$ cat src/rtl/modulator_pkg.sv
// Shared types and constants for the PWM modulator frequency-select controller.
package modulator_pkg;

  typedef enum logic {
    IDLE    = 1'b0,
    PENDING = 1'b1
  } state_t;

  localparam int              DIV_W            = 32;
  localparam logic [DIV_W-1:0] DIV_HIGH        = 32'd110592;
  localparam logic [DIV_W-1:0] DIV_LOW         = 32'd389120;
  localparam logic [23:0]      DEBOUNCE_DEFAULT = 24'd1000000;
  localparam logic [31:0]      TIMEOUT_DEFAULT  = 32'd50000000;

endpackage

$ cat src/rtl/modulator_debounce_sync.sv
// Two-flop synchroniser for the raw switch followed by a hold-time debouncer.
module modulator_debounce_sync
  import modulator_pkg::*;
#(
  parameter logic [23:0] debounce_cycles_p = DEBOUNCE_DEFAULT
) (
  input  logic clk,
  input  logic rst,
  input  logic sw_in,
  output logic stable_o
);

  logic        r_sync1;
  logic        r_sync2;
  logic        r_stable;
  logic [23:0] r_cnt;

  always_ff @(posedge clk or posedge rst) begin
    if (rst) begin
      r_sync1  <= 1'b0;
      r_sync2  <= 1'b0;
      r_stable <= 1'b0;
      r_cnt    <= '0;
    end else begin
      r_sync1 <= sw_in;
      r_sync2 <= r_sync1;
      // Any return to the accepted level restarts the hold window.
      if (r_sync2 == r_stable) begin
        r_cnt <= '0;
      end else if (r_cnt == debounce_cycles_p - 24'd1) begin
        r_stable <= r_sync2;
        r_cnt    <= '0;
      end else begin
        r_cnt <= r_cnt + 24'd1;
      end
    end
  end

  assign stable_o = r_stable;

endmodule

$ cat src/rtl/modulator_freq_ctrl.sv
// Frequency-select controller: commits a debounced switch change to the modulator
// only at a sample-period boundary, with a watchdog forcing the commit if none arrives.
module modulator_freq_ctrl
  import modulator_pkg::*;
#(
  parameter logic [23:0] debounce_cycles_p = DEBOUNCE_DEFAULT,
  parameter logic [31:0] timeout_cycles_p  = TIMEOUT_DEFAULT,
  parameter int          div_w_p           = DIV_W
) (
  input  logic               clk,
  input  logic               rst,
  input  logic               sw_in,
  input  logic [div_w_p-1:0] div_high_i,
  input  logic [div_w_p-1:0] div_low_i,
  input  logic               period_end_i,
  output logic               sel_o,
  output logic [div_w_p-1:0] div_o,
  output logic               pending_o,
  output logic               change_o,
  output logic               forced_o
);

  state_t             r_state;
  logic               r_sel;
  logic [div_w_p-1:0] r_div;
  logic               r_change;
  logic               r_forced;
  logic [31:0]        r_tcnt;

  state_t             w_state_next;
  logic               w_stable;
  logic               w_commit;
  logic               w_force_set;
  logic               w_sel_next;
  logic [31:0]        w_tcnt_next;

  modulator_debounce_sync #(
    .debounce_cycles_p(debounce_cycles_p)
  ) u_debounce (
    .clk     (clk),
    .rst     (rst),
    .sw_in   (sw_in),
    .stable_o(w_stable)
  );

  always_ff @(posedge clk or posedge rst) begin
    if (rst) begin
      r_state <= IDLE;
    end else begin
      r_state <= w_state_next;
    end
  end

  always_comb begin
    w_state_next = r_state;
    w_commit     = 1'b0;
    w_force_set  = 1'b0;
    w_tcnt_next  = r_tcnt;
    case (r_state)
      IDLE: begin
        if (w_stable != r_sel) begin
          w_state_next = PENDING;
          w_tcnt_next  = '0;
        end
      end
      PENDING: begin
        if (r_tcnt != '1) begin
          w_tcnt_next = r_tcnt + 32'd1;
        end
        // Bounce-back outranks a boundary, which outranks the watchdog.
        if (w_stable == r_sel) begin
          w_state_next = IDLE;
        end else if (period_end_i) begin
          w_commit     = 1'b1;
          w_state_next = IDLE;
        end else if (r_tcnt == timeout_cycles_p - 32'd1) begin
          w_commit     = 1'b1;
          w_force_set  = 1'b1;
          w_state_next = IDLE;
        end
      end
      default: w_state_next = IDLE;
    endcase
  end

  assign w_sel_next = w_commit ? w_stable : r_sel;

  always_ff @(posedge clk or posedge rst) begin
    if (rst) begin
      r_sel    <= 1'b0;
      r_div    <= '0;
      r_change <= 1'b0;
      r_forced <= 1'b0;
      r_tcnt   <= '0;
    end else begin
      r_sel    <= w_sel_next;
      r_div    <= w_sel_next ? div_high_i : div_low_i;
      r_change <= w_commit;
      r_forced <= r_forced | w_force_set;
      r_tcnt   <= w_tcnt_next;
    end
  end

  assign sel_o     = r_sel;
  assign div_o     = r_div;
  assign pending_o = (r_state == PENDING);
  assign change_o  = r_change;
  assign forced_o  = r_forced;

endmodule
$ cat config.mk
export PLATFORM = sky130hd
export DESIGN_NAME = modulator_freq_ctrl
export DESIGN_NICKNAME = d
export VERILOG_FILES = /design/src/rtl/modulator_pkg.sv /design/src/rtl/modulator_debounce_sync.sv /design/src/rtl/modulator_freq_ctrl.sv
export SDC_FILE = /design/constraint.sdc
export NUM_CORES = 1
export LEC_CHECK = 0
export ABC_AREA = 1
export ABC_CLOCK_PERIOD_IN_PS = 5300
export CORE_AREA = 2 2 111 102
export DETAILED_ROUTE_END_ITERATION = 10
export DIE_AREA = 0 0 113 104
export DONT_BUFFER_PORTS = 1
export GPL_TIMING_DRIVEN = 0
export HOLD_SLACK_MARGIN = 0.05
export SYNTH_ARGS = -nofsm -noshare
export SYNTH_HDL_FRONTEND = slang
export SYNTH_SLANG_ARGS = --single-unit
$ cat constraint.sdc
create_clock -name clk -period 5.3 [get_ports clk]
set_input_delay 0.53 -clock clk [delete_from_list [all_inputs] [get_ports clk]]
set_output_delay 0.53 -clock clk [all_outputs]
set_load 0.05 [all_outputs]
* Yosys cells after proc, flatten, opt, wreduce, memory -nomap -nowiden
Cells that the tools add are included.
** Cells by class
- Add/subtract/negate cells :: 2
- $mul :: 0
- Divide/modulo/power cells :: 0
- $lt $le $gt $ge :: 0
- Eq/ne operators :: 8
- Shift operators :: 0
- Mux-type cells :: 19
- Bitwise gates (word level) :: 3
- Reduce and logical (&&, ||, !) cells :: 2
** Operator list (count)
- $mux W32 :: 3
- $pmux W32 S2 :: 1
- $mux W24 :: 2
- $add A32 B1 Y32 const B :: 1
- $eq A32 B26 Y1 const B :: 1
- $ne A32 B32 Y1 const B :: 1
- $add A24 B1 Y24 const B :: 1
- $eq A24 B20 Y1 const B :: 1
- $mux W1 :: 12
- $reduce_and A2 Y1 :: 2
- $eq A1 B1 Y1 :: 2
- $ne A2 B1 Y1 const B :: 1
- $ne A2 B2 Y1 const B :: 1
- $not A1 Y1 :: 2
- $pmux W1 S2 :: 1
- $ne A1 B1 Y1 :: 1
- $or A1 B1 Y1 :: 1
** Word-level totals
- Register bits after elaboration :: 95
- Latch bits :: 0
- RAM bits :: 0
- Bits in read-only memories :: 0
- Bits of input ports :: 68
- Output and inout bits :: 36
- Logic and storage cells :: 44
- Memories kept :: 0

* Depth between registers and ports, before layout
- Word-level depth :: 7
- Depth in mapped cells :: 12
- Depth with buffers taken out :: 11

* By module
Synthesis repeated with hierarchy kept, for this count alone.
** Second synthesis, totals
- Cell total of the unflattened synthesis :: 739
- Area, all modules :: 5627.9 um2
** By module, submodules not included
- modulator_freq_ctrl :: instances 1, cells each 525, area an instance 4058.9 um2, sequential area each 1701.6 um2
- modulator_debounce_sync :: instances 1, cells each 214, area an instance 1569.0 um2, sequential area each 675.6 um2

* Least setup slack after synthesis
No wires, ideal clock.
- Kind :: flip-flop to flip-flop
- Start point :: register r_state, in the netlist pending_o
- End point :: register r_div[22], in the netlist div_o[22]
- Setup time :: 0.117 ns
- Data arrival time :: 1.772 ns
- Data required time :: 5.183 ns
- Slack :: 3.410 ns
- Cell stages (with the launch flop) :: 12
- Buffers on the path :: 2
- Period minus slack after synthesis :: 1.890 ns
- Path through :: dfrtp_1 -> buf_2 -> nand2_1 -> nor2_1 -> nand2_1 -> nor2_1 -> nand3_2 -> nand2_2 -> nand2_2 -> buf_2 -> nand3_1 -> nand2_1
** Between the ends
- Longest elaborated chain between the ends :: 3
** Ends and longest elaborated chain
- start, declared :: RTL line modulator_freq_ctrl.sv:23 : state_t r_state;
- start signal, assigned :: RTL line modulator_freq_ctrl.sv:50 : r_state <= w_state_next;
- $mux W1 :: RTL line modulator_freq_ctrl.sv:59 : case (r_state)
- $mux W1 :: RTL line modulator_freq_ctrl.sv:86 : assign w_sel_next = w_commit ? w_stable : r_sel;
- $mux W32 :: RTL line modulator_freq_ctrl.sv:97 : r_div <= w_sel_next ? div_high_i : div_low_i;
- end signal, assigned :: RTL line modulator_freq_ctrl.sv:97
- end, declared :: RTL line modulator_freq_ctrl.sv:25 : logic [div_w_p-1:0] r_div;
Every way passes these cells.
A chain may end at the register's enable or synchronous reset.

* Final worst setup path
- Start point :: register r_tcnt[0]
- End point :: register r_tcnt[30]
** Between the ends
- Longest elaborated chain between the ends :: 3
- Elaborated cells between the ends (all ways) :: 6
- Those cells by class :: add/sub (1); eq/ne (2); mux (2); reduce/logical (1)
** Ends and longest elaborated chain
- start, declared :: RTL line modulator_freq_ctrl.sv:28 : logic [31:0] r_tcnt;
- start signal, assigned :: RTL line modulator_freq_ctrl.sv:100 : r_tcnt <= w_tcnt_next;
- $add A32 B1 Y32 or $ne A32 B32 Y1 (tied branches) :: RTL line modulator_freq_ctrl.sv:68, modulator_freq_ctrl.sv:67
- $mux W32 or $ne A2 B1 Y1 (tied branches)
- $pmux W32 S2 or $reduce_and A2 Y1 (tied branches)
Parallel ways exist; a longest one is shown, timed or not. The select of a mux whose other input is x is not followed.

==> impl_metrics.tcl <==
set metrics [dict create \
    status "completed" \
    routed_wl_mm 13.5 \
    fin_crit_ns 2.21 \
    worst_clock_skew_ns 0.00941 \
    ys_seq_area_share_pct 45.8 \
    grt_max_degree 71 \
    fp.dieH_um 104 \
    crit_chain "ha_1, nand2_1, nor2_4, inv_1, nor3_1, nand3_1, nand3_1, o21ai_0" \
    fp.coreArea_um2 10600 \
    worstSkewPairLatency_ns 0.36 \
    die_w_um 113 \
    leakage_nw 2.41 \
    remaining_drc_errors 0 \
    cts-root-buf "clkbuf_16" \
    critical_path_class "reg -> reg" \
    ant_nets 0 \
    cp_max_fo 7 \
    reg2reg_from "r_tcnt[0]$_DFFE_PP0P_" \
    peakVddDrop_v 0.000183 \
    slowest_stage "nor3_1" \
    dpl.hpwl_mm 10.3 \
    drive_gt1_share_pct 7.35 \
    synth_top_area_share_pct 45.8 \
    cts_buffers 9 \
    nets 787 \
    mappedNetlistNets 774 \
    drv_cap 0 \
    dpl.cell_count 838 \
    fmax_ghz 0.453 \
    start_kind "flop" \
    initial_core_util_pct 48.8 \
    hold_path_class "in -> reg" \
    cp.arrival_ns 2.45 \
    power_density_nw_per_um2 257 \
    grt_remaining_overflow 0 \
    path_clk_slew_ns 0.07 \
    slowest_delay_ns 0.56 \
    multi_input_area_um2 2460 \
    rsz0062_at_grt "false" \
    grt_pass1_wl_mm 22.5 \
    synth_area_um2 5190 \
    std_cell_rows 36 \
    cts.sink_count 95 \
    cts_buffer_depth 2 \
    vias 4634 \
    layout.cells.non_filler 854 \
    regArea_um2 2380 \
    synth_top_cell_by_area "dfrtp_1" \
    synth_cell_types 34 \
    crit_path_end "r_tcnt[30]$_DFFE_PP0P_" \
    grt.total_usage_pct 24.4 \
    crit_required_ns 5.54 \
    startpoint "r_tcnt[0]$_DFFE_PP0P_" \
    cts_tree "done" \
    path_common_cell "nand3_1" \
    hold_depth 0 \
    drt-initial-drc-count 392 \
    via_per_inst 5.43 \
    syn_to_final_growth_pct 9.30 \
    synthesis.instances 704 \
    tns_ns 0 \
    r2r_end "r_tcnt[30]$_DFFE_PP0P_" \
    avgSynthCellArea_um2 7.37 \
    antenna_found_initial 0 \
    finalSetupViolCount 0 \
    drt_pass1_iterations 4 \
    dieArea_um2 11800 \
    fillers 1026 \
    io_pins 104 \
    gp_congestion 0.907 \
    drv_slew 0 \
    portBuffers 0 \
    r2r_setup_slack_ns 3.09 \
    end_kind "flop" \
    tightest_slew_ns 0.644 \
    grt_pass1_vias 4496 \
    worst_r2r_path_depth 8 \
    diodes 0 \
    period_share_pct 41.6 \
    wl_per_cell_um 15.8 \
    ys_seq_elements 95 \
    timing.final.hold_violations 0 \
    relSlewSlack_pct 56.7 \
    h-tree-depth 3 \
    ys_warn_count 0 \
    netlist_top_cells_area "dfrtp_1 (46%), nand2_1 (14%), nand3_1 (11%)" \
]
flip-flops by register name (all words and copies together) (netlist names), named ones only:
signal,count
r_tcnt,32
div_o,32
pending_o,1
u_debounce.r_sync1,1
change_o,1
u_debounce.r_sync2,1
forced_o,1
u_debounce.r_cnt,24
u_debounce.stable_o,1
per-stage QoR:
stage	util [%]	instance area (µm²)	hold slack, ns	total power [mW]	setup WS [ns]
floorplan	-	5190	0.331	0.831	2.29
global placement	50.4	5360	0.332	0.842	1.15
detailed placement	50.7	5390	0.338	0.846	3.11
CTS	53.4	5670	0.186	1.48	3.10
global route	53.4	5670	0.178	1.52	2.95
finish	53.4	5670	0.200	1.46	3.09
where the power goes:
group	internal (mW)	leakage (nW)	switching [mW]
registers	0.739	1.24	0.0538
clock network	0.325	0.139	0.304
logic	0.0119	1.03	0.0256
total	1.08	2.41	0.384
layout by cell type (no fill, tap or decap), types with 2 or more instances in the layout:
cell	instances
a21oi_1	5
buf_2	12
buf_4	2
buf_6	2
clkbuf_1	2
clkbuf_16	9
clkinv_2	2
dfrtp_1	95
ha_1	2
inv_1	60
inv_2	2
inv_6	4
nand2_1	187
nand2_2	6
nand2_4	2
nand3_1	118
nand3_2	3
nand4_1	12
nor2_1	108
nor2_2	2
nor2_4	3
nor3_1	15
o21ai_0	14
o21ai_1	12
o22ai_1	4
xnor2_1	6
xor2_1	19
area by class of cell:
type / count / share of cell area, %
plain buffers: 19 / 1.92
clock buffers: 9 / 3.97
clock inverters: 6 / 0.904
inverters: 65 / 4.37
multi-input cells: 525 / 43.4
flip-flops and latches: 95 / 41.9
well taps: 133 / 2.93
repair buffers: 2 / 0.662
cell families (layout without fill, tap and decap cells):
group                      after synthesis  count (layout)  share of synthesized area (%)
and+or+nand+nor                        461             461                           38.9
xor gates and xnor gates                25              25                           4.22
AOI/OAI and AO/OA                       37              37                           3.74
DFF                                     95              95                           45.8
buffers and inverters                   84             101                           6.82
adders and majority gates                2               2                          0.482
cells in the mapped netlist, drive strengths merged:
cell,number
inv,63
xor2,19
a31oi,1
a21oi,5
nand4,12
nand2,195
ha,2
nor4,1
nor3,16
clkinv,2
nand3,121
dfrtp,95
buf,17
nand3b,1
o21ai,26
o31ai,1
clkbuf,2
xnor2,6
o22ai,4
nor3b,1
nor2,113
and2,1
timing repair:
| item | 4_1_cts | 5_1_grt |
|---|---|---|
| hold buffers | 1 | 0 |
| resized for setup | 0 | 0 |
| hold endpoints to repair | 25 | 0 |
| setup buffers | 0 | 0 |
critical path, delay by kind of cell, from the launching register on:
kind / cells / cell delay [ns]
compound gates: 1 / 0.09
fa+ha+maj: 1 / 0.27
flops: 1 / 0.47
buf+inv: 1 / 0.14
simple gates: 5 / 1.13
how the worst min path moves through the flow:
stage / start / to
6_report: sw_in / u_debounce.r_sync1$_DFF_PP0_
5_1_grt: sw_in / u_debounce.r_sync1$_DFF_PP0_
4_1_cts: sw_in / u_debounce.r_sync1$_DFF_PP0_
3_5_place_dp: u_debounce.r_sync1$_DFF_PP0_ / u_debounce.r_sync2$_DFF_PP0_
3_3_place_gp: u_debounce.r_sync1$_DFF_PP0_ / u_debounce.r_sync2$_DFF_PP0_
2_1_floorplan: u_debounce.r_sync1$_DFF_PP0_ / u_debounce.r_sync2$_DFF_PP0_
routing by layer:
layer,up-vias,global-route usage [%],wire length (µm)
met4,0,7.32,193
met3,18,6.82,1100
li1,2286,-,-
met1,2159,34.6,6340
met5,-,0,0
met2,171,36.6,5870
Power figures use the tool's default switching activity.
